==> src/rtl/arcfour_pkg.sv <==
// Shared types and helpers for the ARCFOUR encryption engine.
// The engine is byte-oriented: S-box, key and message words are 8 bits.
package arcfour_pkg;

   localparam int BYTE_W     = 8;
   localparam int SBOX_DEPTH = 2**BYTE_W;
   localparam int KEY_MAX    = 16;

   typedef enum logic [2:0] {
      ST_IDLE,
      ST_INIT,
      ST_SHUFFLE,
      ST_PRGA,
      ST_DONE
   } enc_state_t;

   typedef logic [KEY_MAX-1:0][BYTE_W-1:0] key_bus_t;

   // The key is stored most-significant-byte first, so byte 0 is key[key_len-1].
   function automatic logic [BYTE_W-1:0] keybyte(input key_bus_t key,
                                                 input int unsigned key_len,
                                                 input int unsigned idx);
      return key[4'(key_len - 1 - idx)];
   endfunction

endpackage

==> src/rtl/arcfour_encryptor_if.sv <==
// Memory-side bus of the encryptor: S-box RAM, plaintext memory, ciphertext RAM.
// All memories have one cycle of read latency.
interface arcfour_encryptor_if #(
   parameter int RAM_WIDTH          = 8,
   parameter int MESSAGE_LOG_LENGTH = 5
);
   logic                          sWren;
   logic [RAM_WIDTH-1:0]          sAddr;
   logic [RAM_WIDTH-1:0]          sIn;
   logic [RAM_WIDTH-1:0]          sOut;
   logic [MESSAGE_LOG_LENGTH-1:0] pAddr;
   logic [RAM_WIDTH-1:0]          pOut;
   logic                          cWren;
   logic [MESSAGE_LOG_LENGTH-1:0] cAddr;
   logic [RAM_WIDTH-1:0]          cIn;

   modport master (
      output sWren, sAddr, sIn, pAddr, cWren, cAddr, cIn,
      input  sOut, pOut
   );

   modport slave (
      input  sWren, sAddr, sIn, pAddr, cWren, cAddr, cIn,
      output sOut, pOut
   );
endinterface

==> src/rtl/edge_detector.sv <==
// Rising-edge detector: rise is high for the cycle in which sig is high
// and was low at the previous clock edge.
module edge_detector (
   input  logic clk,
   input  logic reset,
   input  logic sig,
   output logic rise
);
   logic prev;

   always_ff @(posedge clk) begin
      if (reset) prev <= 1'b0;
      else       prev <= sig;
   end

   assign rise = sig & ~prev;
endmodule

==> src/rtl/arcfour_encryptor.sv <==
// RC4 encryption engine: initialises and key-schedules its S-box RAM, then
// XORs the keystream with the plaintext memory into the ciphertext RAM.
module arcfour_encryptor
   import arcfour_pkg::*;
#(
   parameter int RAM_WIDTH          = 8,
   parameter int KEY_LENGTH         = 3,
   parameter int MESSAGE_LENGTH     = 32,
   parameter int MESSAGE_LOG_LENGTH = 5
) (
   input  logic                                 clk,
   input  logic                                 reset,
   input  logic                                 start,
   input  logic [KEY_LENGTH-1:0][RAM_WIDTH-1:0] key,
   arcfour_encryptor_if.master                  mem,
   output logic                                 busy,
   output logic                                 done
);
   localparam int KEY_W = (KEY_LENGTH > 1) ? $clog2(KEY_LENGTH) : 1;

   typedef logic [RAM_WIDTH-1:0] word_t;

   enc_state_t                          state, state_n;
   logic [2:0]                          phase, phase_n;
   word_t                               i_q, j_q;
   logic [MESSAGE_LOG_LENGTH-1:0]       k_q;
   logic [KEY_W-1:0]                    kidx_q;
   logic [KEY_LENGTH-1:0][RAM_WIDTH-1:0] key_q;
   word_t                               si_q, sj_q, pk_q;
   key_bus_t                            key_bus;
   word_t                               kb, j_sum;
   logic                                start_rise, last_i, last_k;

   edge_detector u_start_edge (
      .clk   (clk),
      .reset (reset),
      .sig   (start),
      .rise  (start_rise)
   );

   always_comb begin
      key_bus                 = '0;
      key_bus[KEY_LENGTH-1:0] = key_q;
   end

   assign kb     = word_t'(keybyte(key_bus, KEY_LENGTH, 32'(kidx_q)));
   // The key byte only contributes during the key schedule; PRGA reuses the adder.
   assign j_sum  = j_q + mem.sOut + ((state == ST_SHUFFLE) ? kb : '0);
   assign last_i = (i_q == '1);
   assign last_k = (k_q == MESSAGE_LOG_LENGTH'(MESSAGE_LENGTH - 1));

   always_ff @(posedge clk) begin
      if (reset) begin
         state  <= ST_IDLE;
         phase  <= '0;
         i_q    <= '0;
         j_q    <= '0;
         k_q    <= '0;
         kidx_q <= '0;
         key_q  <= '0;
      end else begin
         state <= state_n;
         phase <= phase_n;
         case (state)
            ST_IDLE: begin
               if (start_rise) begin
                  key_q  <= key;
                  i_q    <= '0;
                  j_q    <= '0;
                  k_q    <= '0;
                  kidx_q <= '0;
               end
            end
            ST_INIT: i_q <= i_q + 1'b1;
            ST_SHUFFLE: begin
               if (phase == 3'd1) j_q <= j_sum;
               if (phase == 3'd3) begin
                  i_q    <= i_q + 1'b1;
                  kidx_q <= (kidx_q == KEY_W'(KEY_LENGTH - 1)) ? '0 : kidx_q + 1'b1;
                  if (last_i) j_q <= '0;
               end
            end
            ST_PRGA: begin
               if (phase == 3'd0) i_q <= i_q + 1'b1;
               if (phase == 3'd1) j_q <= j_sum;
               if (phase == 3'd5) k_q <= k_q + 1'b1;
            end
            default: ;
         endcase
      end
   end

   // Data registers: operands captured from the memories, no reset needed.
   always_ff @(posedge clk) begin
      if ((state == ST_SHUFFLE || state == ST_PRGA) && phase == 3'd1) begin
         si_q <= mem.sOut;
         pk_q <= mem.pOut;
      end
      if (state == ST_PRGA && phase == 3'd2) sj_q <= mem.sOut;
   end

   always_comb begin
      state_n   = state;
      phase_n   = phase;
      mem.sWren = 1'b0;
      mem.sAddr = '0;
      mem.sIn   = '0;
      mem.pAddr = '0;
      mem.cWren = 1'b0;
      mem.cAddr = '0;
      mem.cIn   = '0;
      busy      = 1'b0;
      done      = 1'b0;
      case (state)
         ST_IDLE: begin
            phase_n = '0;
            if (start_rise) state_n = ST_INIT;
         end
         ST_INIT: begin
            busy      = 1'b1;
            mem.sWren = 1'b1;
            mem.sAddr = i_q;
            mem.sIn   = i_q;
            phase_n   = '0;
            if (last_i) state_n = ST_SHUFFLE;
         end
         ST_SHUFFLE: begin
            busy = 1'b1;
            case (phase)
               3'd0: begin
                  mem.sAddr = i_q;
                  phase_n   = 3'd1;
               end
               3'd1: begin
                  mem.sAddr = j_sum;
                  phase_n   = 3'd2;
               end
               3'd2: begin
                  mem.sWren = 1'b1;
                  mem.sAddr = i_q;
                  mem.sIn   = mem.sOut;
                  phase_n   = 3'd3;
               end
               default: begin
                  mem.sWren = 1'b1;
                  mem.sAddr = j_q;
                  mem.sIn   = si_q;
                  phase_n   = 3'd0;
                  if (last_i) state_n = ST_PRGA;
               end
            endcase
         end
         ST_PRGA: begin
            busy = 1'b1;
            case (phase)
               3'd0: begin
                  mem.sAddr = i_q + 1'b1;
                  mem.pAddr = k_q;
                  phase_n   = 3'd1;
               end
               3'd1: begin
                  mem.sAddr = j_sum;
                  phase_n   = 3'd2;
               end
               3'd2: begin
                  mem.sWren = 1'b1;
                  mem.sAddr = i_q;
                  mem.sIn   = mem.sOut;
                  phase_n   = 3'd3;
               end
               3'd3: begin
                  mem.sWren = 1'b1;
                  mem.sAddr = j_q;
                  mem.sIn   = si_q;
                  phase_n   = 3'd4;
               end
               3'd4: begin
                  // Post-swap S[i]+S[j] equals the pre-swap sum.
                  mem.sAddr = si_q + sj_q;
                  phase_n   = 3'd5;
               end
               default: begin
                  mem.cWren = 1'b1;
                  mem.cAddr = k_q;
                  mem.cIn   = mem.sOut ^ pk_q;
                  phase_n   = 3'd0;
                  if (last_k) state_n = ST_DONE;
               end
            endcase
         end
         ST_DONE: begin
            done    = 1'b1;
            state_n = ST_IDLE;
         end
         default: state_n = ST_IDLE;
      endcase
   end
endmodule

==> src/flat_wrapper.sv <==
// flat-port wrapper written by rule: the top's interface ports become plain ports
module arcfour_encryptor_flat import arcfour_pkg::*;
#(
   parameter int RAM_WIDTH          = 8,
   parameter int KEY_LENGTH         = 3,
   parameter int MESSAGE_LENGTH     = 32,
   parameter int MESSAGE_LOG_LENGTH = 5
)
  (clk, reset, start, key, busy, done, mem_sWren, mem_sAddr, mem_sIn, mem_pAddr, mem_cWren, mem_cAddr, mem_cIn, mem_sOut, mem_pOut);
  arcfour_encryptor_if #(.RAM_WIDTH(RAM_WIDTH), .MESSAGE_LOG_LENGTH(MESSAGE_LOG_LENGTH)) mem_i ();
  input  logic clk;
  input  logic reset;
  input  logic start;
  input  logic [KEY_LENGTH-1:0][RAM_WIDTH-1:0] key;
  output logic busy;
  output logic done;
  output wire logic [$bits(mem_i.sWren)-1:0] mem_sWren;
  output wire logic [$bits(mem_i.sAddr)-1:0] mem_sAddr;
  output wire logic [$bits(mem_i.sIn)-1:0] mem_sIn;
  output wire logic [$bits(mem_i.pAddr)-1:0] mem_pAddr;
  output wire logic [$bits(mem_i.cWren)-1:0] mem_cWren;
  output wire logic [$bits(mem_i.cAddr)-1:0] mem_cAddr;
  output wire logic [$bits(mem_i.cIn)-1:0] mem_cIn;
  input wire logic [$bits(mem_i.sOut)-1:0] mem_sOut;
  input wire logic [$bits(mem_i.pOut)-1:0] mem_pOut;
  assign mem_sWren = mem_i.sWren;
  assign mem_sAddr = mem_i.sAddr;
  assign mem_sIn = mem_i.sIn;
  assign mem_pAddr = mem_i.pAddr;
  assign mem_cWren = mem_i.cWren;
  assign mem_cAddr = mem_i.cAddr;
  assign mem_cIn = mem_i.cIn;
  assign mem_i.sOut = mem_sOut;
  assign mem_i.pOut = mem_pOut;
  arcfour_encryptor #(.RAM_WIDTH(RAM_WIDTH), .KEY_LENGTH(KEY_LENGTH), .MESSAGE_LENGTH(MESSAGE_LENGTH), .MESSAGE_LOG_LENGTH(MESSAGE_LOG_LENGTH)) u_core (.clk(clk), .reset(reset), .start(start), .key(key), .mem(mem_i), .busy(busy), .done(done));
endmodule
==> config.mk <==
export PLATFORM = sky130hd
export DESIGN_NAME = arcfour_encryptor_flat
export DESIGN_NICKNAME = d
export VERILOG_FILES = /design/src/rtl/arcfour_pkg.sv /design/src/rtl/arcfour_encryptor_if.sv /design/src/rtl/edge_detector.sv /design/src/rtl/arcfour_encryptor.sv /design/src/flat_wrapper.sv
export SDC_FILE = /design/constraint.sdc
export NUM_CORES = 1
export LEC_CHECK = 0
export CORE_MARGIN = 1
export CORE_UTILIZATION = 58
export CTS_CLUSTER_SIZE = 12
export DETAILED_ROUTE_END_ITERATION = 8
export GPL_TIMING_DRIVEN = 1
export HOLD_SLACK_MARGIN = 0.12
export PLACE_DENSITY = 0.9
export SETUP_SLACK_MARGIN = 0.1
export SLEW_MARGIN = 25
export SYNTH_ARGS = -nofsm -noshare
export SYNTH_HDL_FRONTEND = slang
export SYNTH_SLANG_ARGS = --single-unit
==> constraint.sdc <==
create_clock -name clk -period 9.9 [get_ports clk]
set_input_delay 1.98 -clock clk [delete_from_list [all_inputs] [get_ports clk]]
set_output_delay 1.98 -clock clk [all_outputs]
set_load 0.05 [all_outputs]
==> results.yml <==
run_status:
  outcome: "finished clean"
cts:
  h-tree-depth: 3
  ctsResizeCount: 0
  cts_made_buffers: 9
  post_cts_buffers: 0
  postCtsHoldBufs: 0
  cts.path.max_buffers: 2
  clock_sinks: 78
  worst_skew_pair.late_latency_ns: 0.36
  clkSlewWorstSetupHoldPaths_ns: 0.09
  cts_tree: "yes"
  cts_root_buf: "clkbuf_8"
die:
  chipWidth_um: 94.4
  core_um2: 8260
  start_util_pct: 59.9
  rows: 33
  die_area_um2: 8910
  io_pins: 81
  fp.dieH_um: 94.4
place:
  place_congestion: 0.976
  dp_hpwl_mm: 10.5
  io_buffers: 80
  post-place-ws_ns: 2.32
layout:
  insertedDiodeCount: 0
  synthToLayoutAreaGrowth_pct: 20.6
  ff_latch_area_um2: 1800
  multi_input_comb_area_um2: 2950
  n_fill_cell: 624
  nets: 724
  drive_above_1_share_pct: 5.02
power_and_ir_drop:
  p_clk_share_pct: 24.9
  swShare_pct: 41.0
  power_density_nw_per_um2: 167
  power_frac_seq_pct: 39.4
  p_int_mw: 0.587
  combPwrFrac_pct: 35.7
  p_leak_nw: 2.09
  netSwitchingPower_mw: 0.408
  peakVddDrop_mv: 0.114
run:
  cap_violations: 0
worst_setup_path:
  cp.required_ns: 7.92
  cpMaxStageDelayCell: "clkdlybuf4s50_1"
  start_kind: "primary input"
  cp-end-kind: "output pin"
  setup.worst_path.end: "mem_sAddr[7]"
  cp.arrival_ns: 5.66
  cpPeakStageDelay_ns: 0.85
  crit_type: "in2out"
  critPathLaunch: "mem_sOut[1]"
  r2r-end: "u_core.j_q[7]"
  reg2reg_from: "u_core.kidx_q[0]"
  reg2reg_slack_ns: 5.41
  cp_max_fo: 5
  reg2regPathDepth: 16
  crit_chain: "clkdlybuf4s50_1 -> fa_1 -> ha_1 -> inv_1 -> fa_1 -> nand2b_1 -> a21oi_1 -> o22ai_1 -> xnor3_1 -> nand2_1 -> o22ai_1 -> clkdlybuf4s50_1"
timing:
  setup_slack_ns: 2.26
  min_period_over_period_pct: 77.1
  slew_violations: 0
  holdWs_ns: 0.460
  period_minus_slack_ns: 7.64
  grt_setup_unrepaired: "false"
  clock.fmax_mhz: 131
  finalHoldViolations: 0
  finalSetupViolCount: 0
  tightest_slew_ns: 1.02
  max-slew-margin-rel_pct: 31.3
  fin_skew_ns: 0.0141
  setup_tns_ns: 0
grt:
  grt.total_usage_pct: 33.5
  grt_pass1_vias: 4495
  gr-total-overflow: 0
  grt_first_pass_wirelength_mm: 22.7
  grt_start_max_net_pins: 58
  antenna_found_initial: 0
drt:
  dr.pass1.iters: 7
  drc: 0
  wl_mm: 14.5
  vias_per_cell: 6.33
  wl_per_cell_um: 19.0
  ant_nets: 0
  route.vias.total: 4830
  drtIter0Drc: 482
synthesis:
  postSynthCellCount: 595
  ys_ff_latch: 78
  ys.flop_type: "dfxtp_1"
  syn-num-nets: 666
  synth_edf_count: 24
  async_reset_ff_share_pct: 0
  synthDistinctLibCells: 64
  yosysWarnings: 0
  syn_area_um2: 4950
  syn_avg_cell_area_um2: 8.32
  yosysSeqAreaShare_pct: 36.4
hold_path:
  min_path_type: "reg2reg"
[power groups by stage]
| stage | Sequential (mW) | Combinational (mW) | Clock, mW |
|---|---|---|---|
| floorplan | 0.373 | 0.274 | 0 |
| global placement | 0.396 | 0.337 | 0 |
| detailed placement | 0.399 | 0.346 | 0 |
| CTS | 0.391 | 0.348 | 0.249 |
| global route | 0.395 | 0.384 | 0.261 |
| finish | 0.392 | 0.355 | 0.248 |
[how the worst min path moves through the flow]
stage                     depth (start not counted)               start  slack (ns)            endpoint
after floorplan                                   2  u_core.key_bus[16]        0.44  u_core.key_bus[16]
after global placement                            2  u_core.key_bus[11]        0.44  u_core.key_bus[11]
after detailed placement                          2  u_core.key_bus[16]        0.45  u_core.key_bus[16]
after CTS                                         2  u_core.key_bus[16]        0.46  u_core.key_bus[16]
after global routing                              2   u_core.key_bus[6]        0.48   u_core.key_bus[6]
final                                             2  u_core.key_bus[16]        0.46  u_core.key_bus[16]
[worst max-delay path: cells and delay by family]
kind | cells | cell delay (ns)
buffers and inverters | 3 | 1.45
AO/OA/AOI/OAI | 3 | 0.56
adder cells (fa/ha/maj) | 3 | 1.18
AND/OR/NAND/NOR | 2 | 0.26
XOR/XNOR | 1 | 0.22
[registers in the layout, indices dropped and copies added, names as in the netlist]
signal	flops
u_core.kidx_q	2
u_core.pk_q	8
u_core.key_bus	24
u_core.i_q	8
u_core.u_start_edge.prev	1
u_core.phase	3
u_core.sj_q	8
u_core.state	3
u_core.si_q	8
u_core.k_q	5
u_core.j_q	8
[placed cells by master (no fill, tap or decap), types with 4 or more instances in the layout]
cell,synthesis,final
nor3_1,15,14
inv_1,9,9
and3_1,6,6
or3_1,4,4
and2_1,14,14
xnor2_1,15,15
clkbuf_8,0,9
nor2b_1,6,6
a22oi_1,13,13
ha_1,19,19
a21oi_1,56,56
xor2_1,4,4
a21o_1,7,7
a31oi_1,11,11
mux2i_1,13,13
nand2b_1,9,9
dfxtp_1,54,54
a211oi_1,9,9
a311oi_1,5,5
buf_4,1,4
nand2_1,88,88
nand3_1,16,16
edfxtp_1,24,24
nor2_1,61,61
fa_1,9,9
o21ai_0,36,36
clkdlybuf4s50_1,0,79
[kinds of logic (layout without fill, tap and decap cells)]
kind of cell | count (synthesis) | after routing | share of synthesized area, %
compound gates | 172 | 172 | 22.2
buf+inv | 48 | 111 | 4.27
fa+ha+maj | 28 | 28 | 8.44
simple gates | 234 | 234 | 21.7
mux | 15 | 15 | 3.08
xor+xnor | 20 | 20 | 3.82
flops | 78 | 78 | 36.4
[metrics by stage]
step	utilization [%]	power (mW)	std cells	area (um^2)
floorplan	-	0.646	595	4950
CTS	72.0	0.988	762	5950
global route	72.3	1.04	763	5970
finish	72.3	0.994	763	5970
global placement	69.6	0.733	746	5750
detailed placement	69.6	0.744	746	5750
[cell type report]
cell class | instances | area share (%)
inverters | 10 | 0.671
clock buffers | 10 | 2.49
well taps | 105 | 2.20
clock inverters | 6 | 0.839
flip-flops and latches | 78 | 30.2
multi-input cells | 469 | 49.4
repair buffers | 85 | 14.2
[cells in the mapped netlist (all sizes together), types with 15 or more instances]
master | instances | share of area [%]
nor2 | 62 | 4.8
a21oi | 57 | 6.0
o21ai | 36 | 3.6
buf | 15 | 1.7
ha | 19 | 4.8
dfxtp | 54 | 22
nand3 | 16 | 1.6
clkbuf | 23 | 1.7
edfxtp | 24 | 15
nand2 | 88 | 6.7
nor3 | 16 | 1.7
xnor2 | 15 | 2.7
[layer usage]
layer  share of wire [%]  global-route usage [%]  up-vias
met5                   0                       0        -
met4                 2.3                    12.6        0
li1                    -                       -     2254
met3                 7.8                    6.20       32
met2                  48                    54.0      228
met1                  41                    44.6     2316
(Power assumes the default switching activity.)
